**config.mk**
```make
export PLATFORM = sky130hd
export DESIGN_NAME = nand_arbiter
export DESIGN_NICKNAME = d
export VERILOG_FILES = /design/src/rtl/nand_arbiter.sv
export SDC_FILE = /design/constraint.sdc
export NUM_CORES = 1
export LEC_CHECK = 0
export CAP_MARGIN = 20
export CELL_PAD_IN_SITES_DETAIL_PLACEMENT = 1
export CELL_PAD_IN_SITES_GLOBAL_PLACEMENT = 1
export CORE_MARGIN = 4
export CORE_UTILIZATION = 28
export CTS_CLUSTER_DIAMETER = 100
export DETAILED_ROUTE_END_ITERATION = 16
export PLACE_DENSITY = 0.91
export SLEW_MARGIN = 20
export SYNTH_ARGS = -nofsm -noshare
export SYNTH_HDL_FRONTEND = slang
export SYNTH_SLANG_ARGS = --single-unit
```
**constraint.sdc**
```tcl
create_clock -name clk -period 3.6 [get_ports clk]
set_input_delay 0.36 -clock clk [delete_from_list [all_inputs] [get_ports clk]]
set_output_delay 0.36 -clock clk [all_outputs]
set_load 0.03 [all_outputs]
```
**src/rtl/nand_arbiter.sv**
```systemverilog
// Two-requester arbiter feeding a single registered NAND datapath.
// Round-robin on contention; one result slot with valid/ready output handshake.
module nand_arbiter #(
    parameter int n = 4
) (
    input  logic         clk,
    input  logic         rst_n,
    input  logic         valid0,
    input  logic [n-1:0] A0,
    input  logic [n-1:0] B0,
    output logic         ready0,
    input  logic         valid1,
    input  logic [n-1:0] A1,
    input  logic [n-1:0] B1,
    output logic         ready1,
    output logic [n-1:0] F,
    output logic         out_valid,
    output logic         out_id,
    input  logic         out_ready,
    output logic [7:0]   op_count
);

    localparam logic [0:0] IDLE = 1'b0;
    localparam logic [0:0] BUSY = 1'b1;

    logic [0:0]   state;
    logic         prio;       // requester that wins when both are valid
    logic         slot_free;
    logic         grant0;
    logic         grant1;
    logic [n-1:0] op_a;
    logic [n-1:0] op_b;

    // Grants are held off during reset so nothing is accepted into a slot being cleared.
    always_comb begin
        // NOTE: every output of this block gets a default first, so no path leaves it unassigned and no latch is inferred.
        grant0    = 1'b0;
        grant1    = 1'b0;
        slot_free = rst_n && ((state == IDLE) || out_ready);
        if (slot_free) begin
            if (valid0 && (!valid1 || (prio == 1'b0))) begin
                grant0 = 1'b1;
            end else if (valid1) begin
                grant1 = 1'b1;
            end
        end
    end

    assign ready0    = grant0;
    assign ready1    = grant1;
    assign op_a      = grant1 ? A1 : A0;
    assign op_b      = grant1 ? B1 : B0;
    assign out_valid = (state == BUSY);

    always_ff @(posedge clk) begin
        // NOTE: state is updated with non-blocking assignments so every register samples pre-edge values.
        if (!rst_n) begin
            state    <= IDLE;
            F        <= '0;
            out_id   <= 1'b0;
            op_count <= 8'd0;
            prio     <= 1'b0;
        end else begin
            if ((state == BUSY) && out_ready) begin
                op_count <= op_count + 8'd1;
            end
            if (grant0 || grant1) begin
                state  <= BUSY;
                F      <= ~(op_a & op_b);
                out_id <= grant1;
                prio   <= grant0;
            end else if (out_ready) begin
                state <= IDLE;
            end
        end
    end

endmodule
```
==> flow_metrics.tcl, run 1 <==
set metrics [dict create \
    cts_sinks 15 \
    grt_setup_unrepaired "false" \
    synth_top_area_frac 0.4293 \
    status "finished clean" \
    post-dp-hpwl_um 1619 \
    die_w_um 57.98 \
    fin_crit_sh 0.7245 \
    placedInstanceArea_mm2 0.001091 \
    cts-buffers-inserted 3 \
    r2r-end "op_count[7]" \
    met2_usage 0.2258 \
    fmax_mhz 383.4 \
    fillers 283 \
    setup_viol 0 \
    min_period_ns 2.608 \
    finalHoldViolCount 0 \
    grt_pass1_wl_um 3291 \
    holdBufCountCts 0 \
    cp-start-kind "primary input" \
    hold_start "out_id" \
    grtUsageTotal 0.1264 \
    nNetsFinal 143 \
    antenna_found_initial 0 \
    postCtsSetupBuffers 0 \
    synth_cells 81 \
    worstMarginPinSlew_ns 0.3432 \
    netlist_top_cells_count "dfxtp_1, a21oi_1, and2_0" \
    synth_fp_nets 103 \
    drc 0 \
    clk_latency_ns 0.28 \
    met1_usage 0.1307 \
    rr_worst_depth 3 \
    dr.pass1.iters 3 \
    drtIter0Drc 4 \
    fin_area_mm2 0.001117 \
    final.setup.tns_ns 0 \
    cts_tree "yes" \
    ir_worst_vdd_mv 0.1972 \
    n_antenna_cell 0 \
    dieArea_mm2 0.003362 \
    cts-root-buf "clkbuf_4" \
    num_rows 17 \
    seq_area_frac_synth 0.4293 \
    fin_worst_skew_ns 0.003537 \
    yosys_most_used_dff "dfxtp_1" \
    ant_nets 0 \
    maxCapViolCount 0 \
    synth_top_area_cell "dfxtp_1" \
    grt_pass1_vias 810 \
    yosys.cell_count.top_type "dfxtp_1" \
    busiest_layer "met2" \
    whs_path_depth 2 \
    ys_top_cells_by_area "dfxtp_1, and2_0, a21oi_1" \
    routed_wl_um 1968 \
    ys_types 22 \
    path_max_fanout 7 \
    grt_max_degree 11 \
    globalRouteOverflowTotal 0 \
    yosys_register_bits 15 \
    vias 756 \
    coreArea_mm2 0.002297 \
    drv_slew 0 \
    r2r_start "out_valid" \
    use_met3 0.05122 \
    area_growth_pct 59.75 \
    p_leak_nw 0.3880 \
    io_buffers 36 \
    viasPerCell 5.108 \
    cts_max_path_buffers 2 \
    yosys_warnings 0 \
    end_kind "output port" \
    p_total_mw 0.3623 \
    final_util 0.4864 \
    worstPathRequired_ns 3.24 \
    reg2reg_slack_ns 2.19 \
    cp.arrival_ns 2.25 \
    clkTransAtPathRegs_ns 0.09 \
    synth_edf_count 0 \
    htreeDepth 1 \
    post_drt_wl_per_cell_um 13.30 \
    post_cts_resize_count 0 \
    hold_ws_ns 0.4856 \
    hp-class "register to register" \
    drive_gt1_frac 0.03333 \
    ys_async_sr_fraction 0 \
    p_per_area_mw_per_mm2 324.3 \
    syn_area_um2 699.4 \
    min_to "out_id" \
    gp_congestion 0.7831 \
    pin_count 37 \
    avgSynthCellArea_um2 8.635 \
    initial_utilization 0.3045 \
    relSlewSlack 0.7707 \
    dieHeight_um 57.98 \
    path_class "primary input to output port" \
]
[cells by family (layout without fill, tap and decap cells)]
logic type               Yosys count  in the layout  share of synthesized area
AO/OA/AOI/OAI                     24             24                     0.2272
XOR/XNOR                           2              2                    0.02505
buffers and inverters              6             45                    0.03218
AND/OR/NAND/NOR                   33             33                     0.2683
adder cells (fa/ha/maj)            1              1                    0.01789
flip-flops                        15             15                     0.4293
[worst max-delay path: stages]
cell	delay [ns]
clkdlybuf4s50_1	0.61
nand2b_1	0.26
nand4_1	0.24
inv_1	0.11
clkdlybuf4s50_1	0.67
[per-stage QoR]
step	cells	setup WS [ns]
detailed placement	144	1.014
global route	148	0.8557
finish	148	0.9919
CTS	148	0.9899
floorplan	81	2.086
global placement	144	1.057
[state kept, by name, indices dropped and copies added, names as in the netlist]
register,flops
F,4
op_count,8
out_id,1
out_valid,1
prio,1
[report_power, final]
part,switching (mW),internal (mW),leakage (nW)
sequential,0.00763,0.175,0.123
combinational,0.0417,0.0440,0.250
clock,0.0511,0.0430,0.0150
[placed cells by master (no fill, tap or decap), types with 2 or more instances in the layout]
| cell | n |
|---|---|
| or4_1 | 2 |
| nand2_1 | 5 |
| nor2_1 | 3 |
| clkdlybuf4s50_1 | 36 |
| dfxtp_1 | 15 |
| a21oi_1 | 8 |
| nand3_1 | 4 |
| o211ai_1 | 5 |
| nand4_1 | 4 |
| xor2_1 | 2 |
| o221ai_1 | 4 |
| o21ai_0 | 3 |
| or3_1 | 2 |
| inv_1 | 4 |
| o31ai_1 | 3 |
| and2_0 | 8 |
| clkbuf_4 | 3 |
| nand2b_1 | 3 |
[worst max path at each step]
stage,from,endpoint,slack (ns),depth (start not counted)
2_1_floorplan,out_valid,ready0,2.09,3
3_3_place_gp,out_ready,ready0,1.06,5
3_5_place_dp,out_ready,ready1,1.01,5
4_1_cts,out_ready,ready1,0.99,5
5_1_grt,out_ready,ready0,0.86,5
6_report,out_ready,ready1,0.99,5
[cell type report]
type | instances | area [um2] | area share
Inverter | 5 | 18.77 | 0.01680
Sequential cell | 15 | 300.3 | 0.2688
Tap cell | 28 | 35.03 | 0.03136
Timing Repair Buffer | 36 | 360.3 | 0.3225
Clock buffer | 4 | 26.28 | 0.02352
Multi-Input combinational cell | 60 | 376.6 | 0.3371
[layer usage]
metal / wire length, um / vias to the layer above
met4: 13 / 0
met5: 0 / -
met2: 966 / 34
met3: 241 / 2
met1: 746 / 343
li1: - / 377
(Power assumes the default switching activity.)
==> inputs of run 2 (changes only) <==
--- a/config.mk
+++ b/config.mk
@@ -9,10 +9,10 @@
 export CELL_PAD_IN_SITES_DETAIL_PLACEMENT = 1
 export CELL_PAD_IN_SITES_GLOBAL_PLACEMENT = 1
 export CORE_MARGIN = 4
-export CORE_UTILIZATION = 28
+export CORE_UTILIZATION = 26
 export CTS_CLUSTER_DIAMETER = 100
 export DETAILED_ROUTE_END_ITERATION = 16
-export PLACE_DENSITY = 0.91
+export PLACE_DENSITY = 0.86
 export SLEW_MARGIN = 20
 export SYNTH_ARGS = -nofsm -noshare
 export SYNTH_HDL_FRONTEND = slang
==> constraint.sdc (replaced) <==
create_clock -name clk -period 2.6 [get_ports clk]
set_input_delay 0.26 -clock clk [delete_from_list [all_inputs] [get_ports clk]]
set_output_delay 0.26 -clock clk [all_outputs]
set_load 0.03 [all_outputs]
==> run 2 against run 1 <==
Against the previous run: setup slack got worse by 0.65 ns; global-route usage up 0.54 points; cell count is 2.7% higher; sequential cell count unchanged; critical path depth did not move; worst hold slack worse by 0.0076 ns; sequential share of layout area decreased by 0.44 points; clock skew up 0.0064 ns; clock power rose by 47%; via count grew 2.0%.
==> flow_metrics.tcl, run 2 (same netlist as run 1, synthesis figures left out) <==
set metrics [dict create \
    p_per_area_mw_per_mm2 450.3 \
    htreeDepth 1 \
    biggestRegsByFlops "op_count x8, F x4" \
    placed_cells 148 \
    largest_reg_flops 8 \
    die_w_um 59.87 \
    ant_nets 0 \
    cts-buffers-inserted 3 \
    coreArea_mm2 0.002522 \
    ir_worst_vdd_mv 0.1989 \
    n_antenna_cell 0 \
    min_period_ns 2.254 \
    cts-root-buf "clkbuf_4" \
    cts_tree "yes" \
    io_buffers 36 \
    path_max_fanout 6 \
    final_util 0.4504 \
    status "finished clean" \
    post_drt_wl_per_cell_um 13.27 \
    setup_viol 0 \
    cts_max_path_buffers 2 \
    cp-start-kind "primary input" \
    fillers 311 \
    whs_path_depth 2 \
    dr.pass1.iters 2 \
    post-dp-hpwl_um 1629 \
    worstPathRequired_ns 2.34 \
    maxCapViolCount 0 \
    grt_pass1_vias 836 \
    drive_gt1_frac 0.05738 \
    clk_latency_ns 0.29 \
    final.setup.tns_ns 0 \
    worstMarginPinSlew_ns 0.3231 \
    reg2reg_slack_ns 1.19 \
    dieHeight_um 59.87 \
    final_common_cell "clkdlybuf4s50_1" \
    grt_setup_unrepaired "false" \
    viasPerCell 5.072 \
    fin_worst_skew_ns 0.009913 \
    relSlewSlack 0.7839 \
    stdcell_count 152 \
    drc 0 \
    cts_sinks 15 \
    path_class "primary input to output port" \
    grt_pass1_wl_um 3532 \
    hp-class "register to register" \
    dieArea_mm2 0.003584 \
    initial_utilization 0.2773 \
    grt_max_degree 11 \
    fin_crit_sh 0.8669 \
    post_cts_resize_count 0 \
    postCtsSetupBuffers 0 \
    fmax_mhz 443.7 \
    hold_start "op_count[7]" \
    p_leak_nw 0.4003 \
    min_to "op_count[7]" \
    clkTransAtPathRegs_ns 0.10 \
    drtIter0Drc 5 \
    num_rows 18 \
    nNetsFinal 145 \
    globalRouteOverflowTotal 0 \
    cp.arrival_ns 1.99 \
    p_total_mw 0.5115 \
    r2r-end "op_count[5]" \
    grtUsageTotal 0.1318 \
    end_kind "output port" \
    rr_worst_depth 3 \
    drv_slew 0 \
    mostFrequentLayoutCells "clkdlybuf4s50_1, dfxtp_1, a21oi_1, and2_0" \
    holdBufCountCts 0 \
    finalHoldViolCount 0 \
    gp_congestion 0.7220 \
    r2r_start "out_valid" \
    vias 771 \
    pin_count 37 \
    regMostFlops "op_count" \
    antenna_found_initial 0 \
    routed_wl_um 2017 \
    area_growth_pct 62.43 \
]
run 2: changes by cell type in the layout (fill, tap and decap cells not counted), sizes merged:
cell / change
buf: +2
clkbuf: -1
clkinv: +1
run 2: how the worst max path moves through the flow:
| stage | to | from | slack, ns | cells after the start |
|---|---|---|---|---|
| CTS | ready0 | out_ready | 0.32 | 5 |
| finish | ready1 | out_ready | 0.35 | 5 |
| detailed placement | ready0 | out_ready | 0.32 | 5 |
| global route | ready0 | out_ready | 0.20 | 5 |
| global placement | ready0 | out_ready | 0.39 | 5 |
| floorplan | op_count[7] | out_valid | 1.13 | 3 |
run 2: metrics by stage:
| stage | hold WS (ns) | worst slack, ns | cell area [um2] |
|---|---|---|---|
| after global routing | 0.5338 | 0.2041 | 1136 |
| after global placement | 0.4605 | 0.3864 | 1109 |
| final | 0.4780 | 0.3461 | 1136 |
| after floorplan | 0.3761 | 1.128 | 699.4 |
| after detailed placement | 0.4725 | 0.3220 | 1109 |
| after CTS | 0.4876 | 0.3159 | 1136 |
run 2: critical path, cell delays in order:
cell and delay [ns]:
clkdlybuf4s50_1 0.49, nand2b_1 0.22, nand4_1 0.24, inv_1 0.11, clkdlybuf4s50_1 0.67
run 2: final cells by class:
cell class	count	area, um2	share of cell area
multi-input combinational	60	376.6	0.3315
timing repair buffer	38	375.4	0.3304
sequential	15	300.3	0.2643
tap	30	37.54	0.03304
clock buffer	3	22.52	0.01982
inverter	5	18.77	0.01652
clock inverter	1	5.005	0.004405
run 2: power breakdown:
part	switching (mW)	internal [mW]	total [mW]
sequential	0.0104	0.242	0.253
clock	0.0808	0.0573	0.138
combinational	0.0578	0.0628	0.121
total	0.149	0.363	0.512
run 2: routing by layer:
| layer | part of all wire | global-route usage | wire length, um | vias to the layer above |
|---|---|---|---|---|
| met3 | 0.11 | 0.05616 | 213 | 3 |
| met5 | 0 | 0 | 0 | - |
| met2 | 0.49 | 0.2299 | 991 | 32 |
| li1 | - | - | - | 384 |
| met4 | 0.017 | 0.05696 | 34 | 0 |
| met1 | 0.39 | 0.1362 | 777 | 352 |
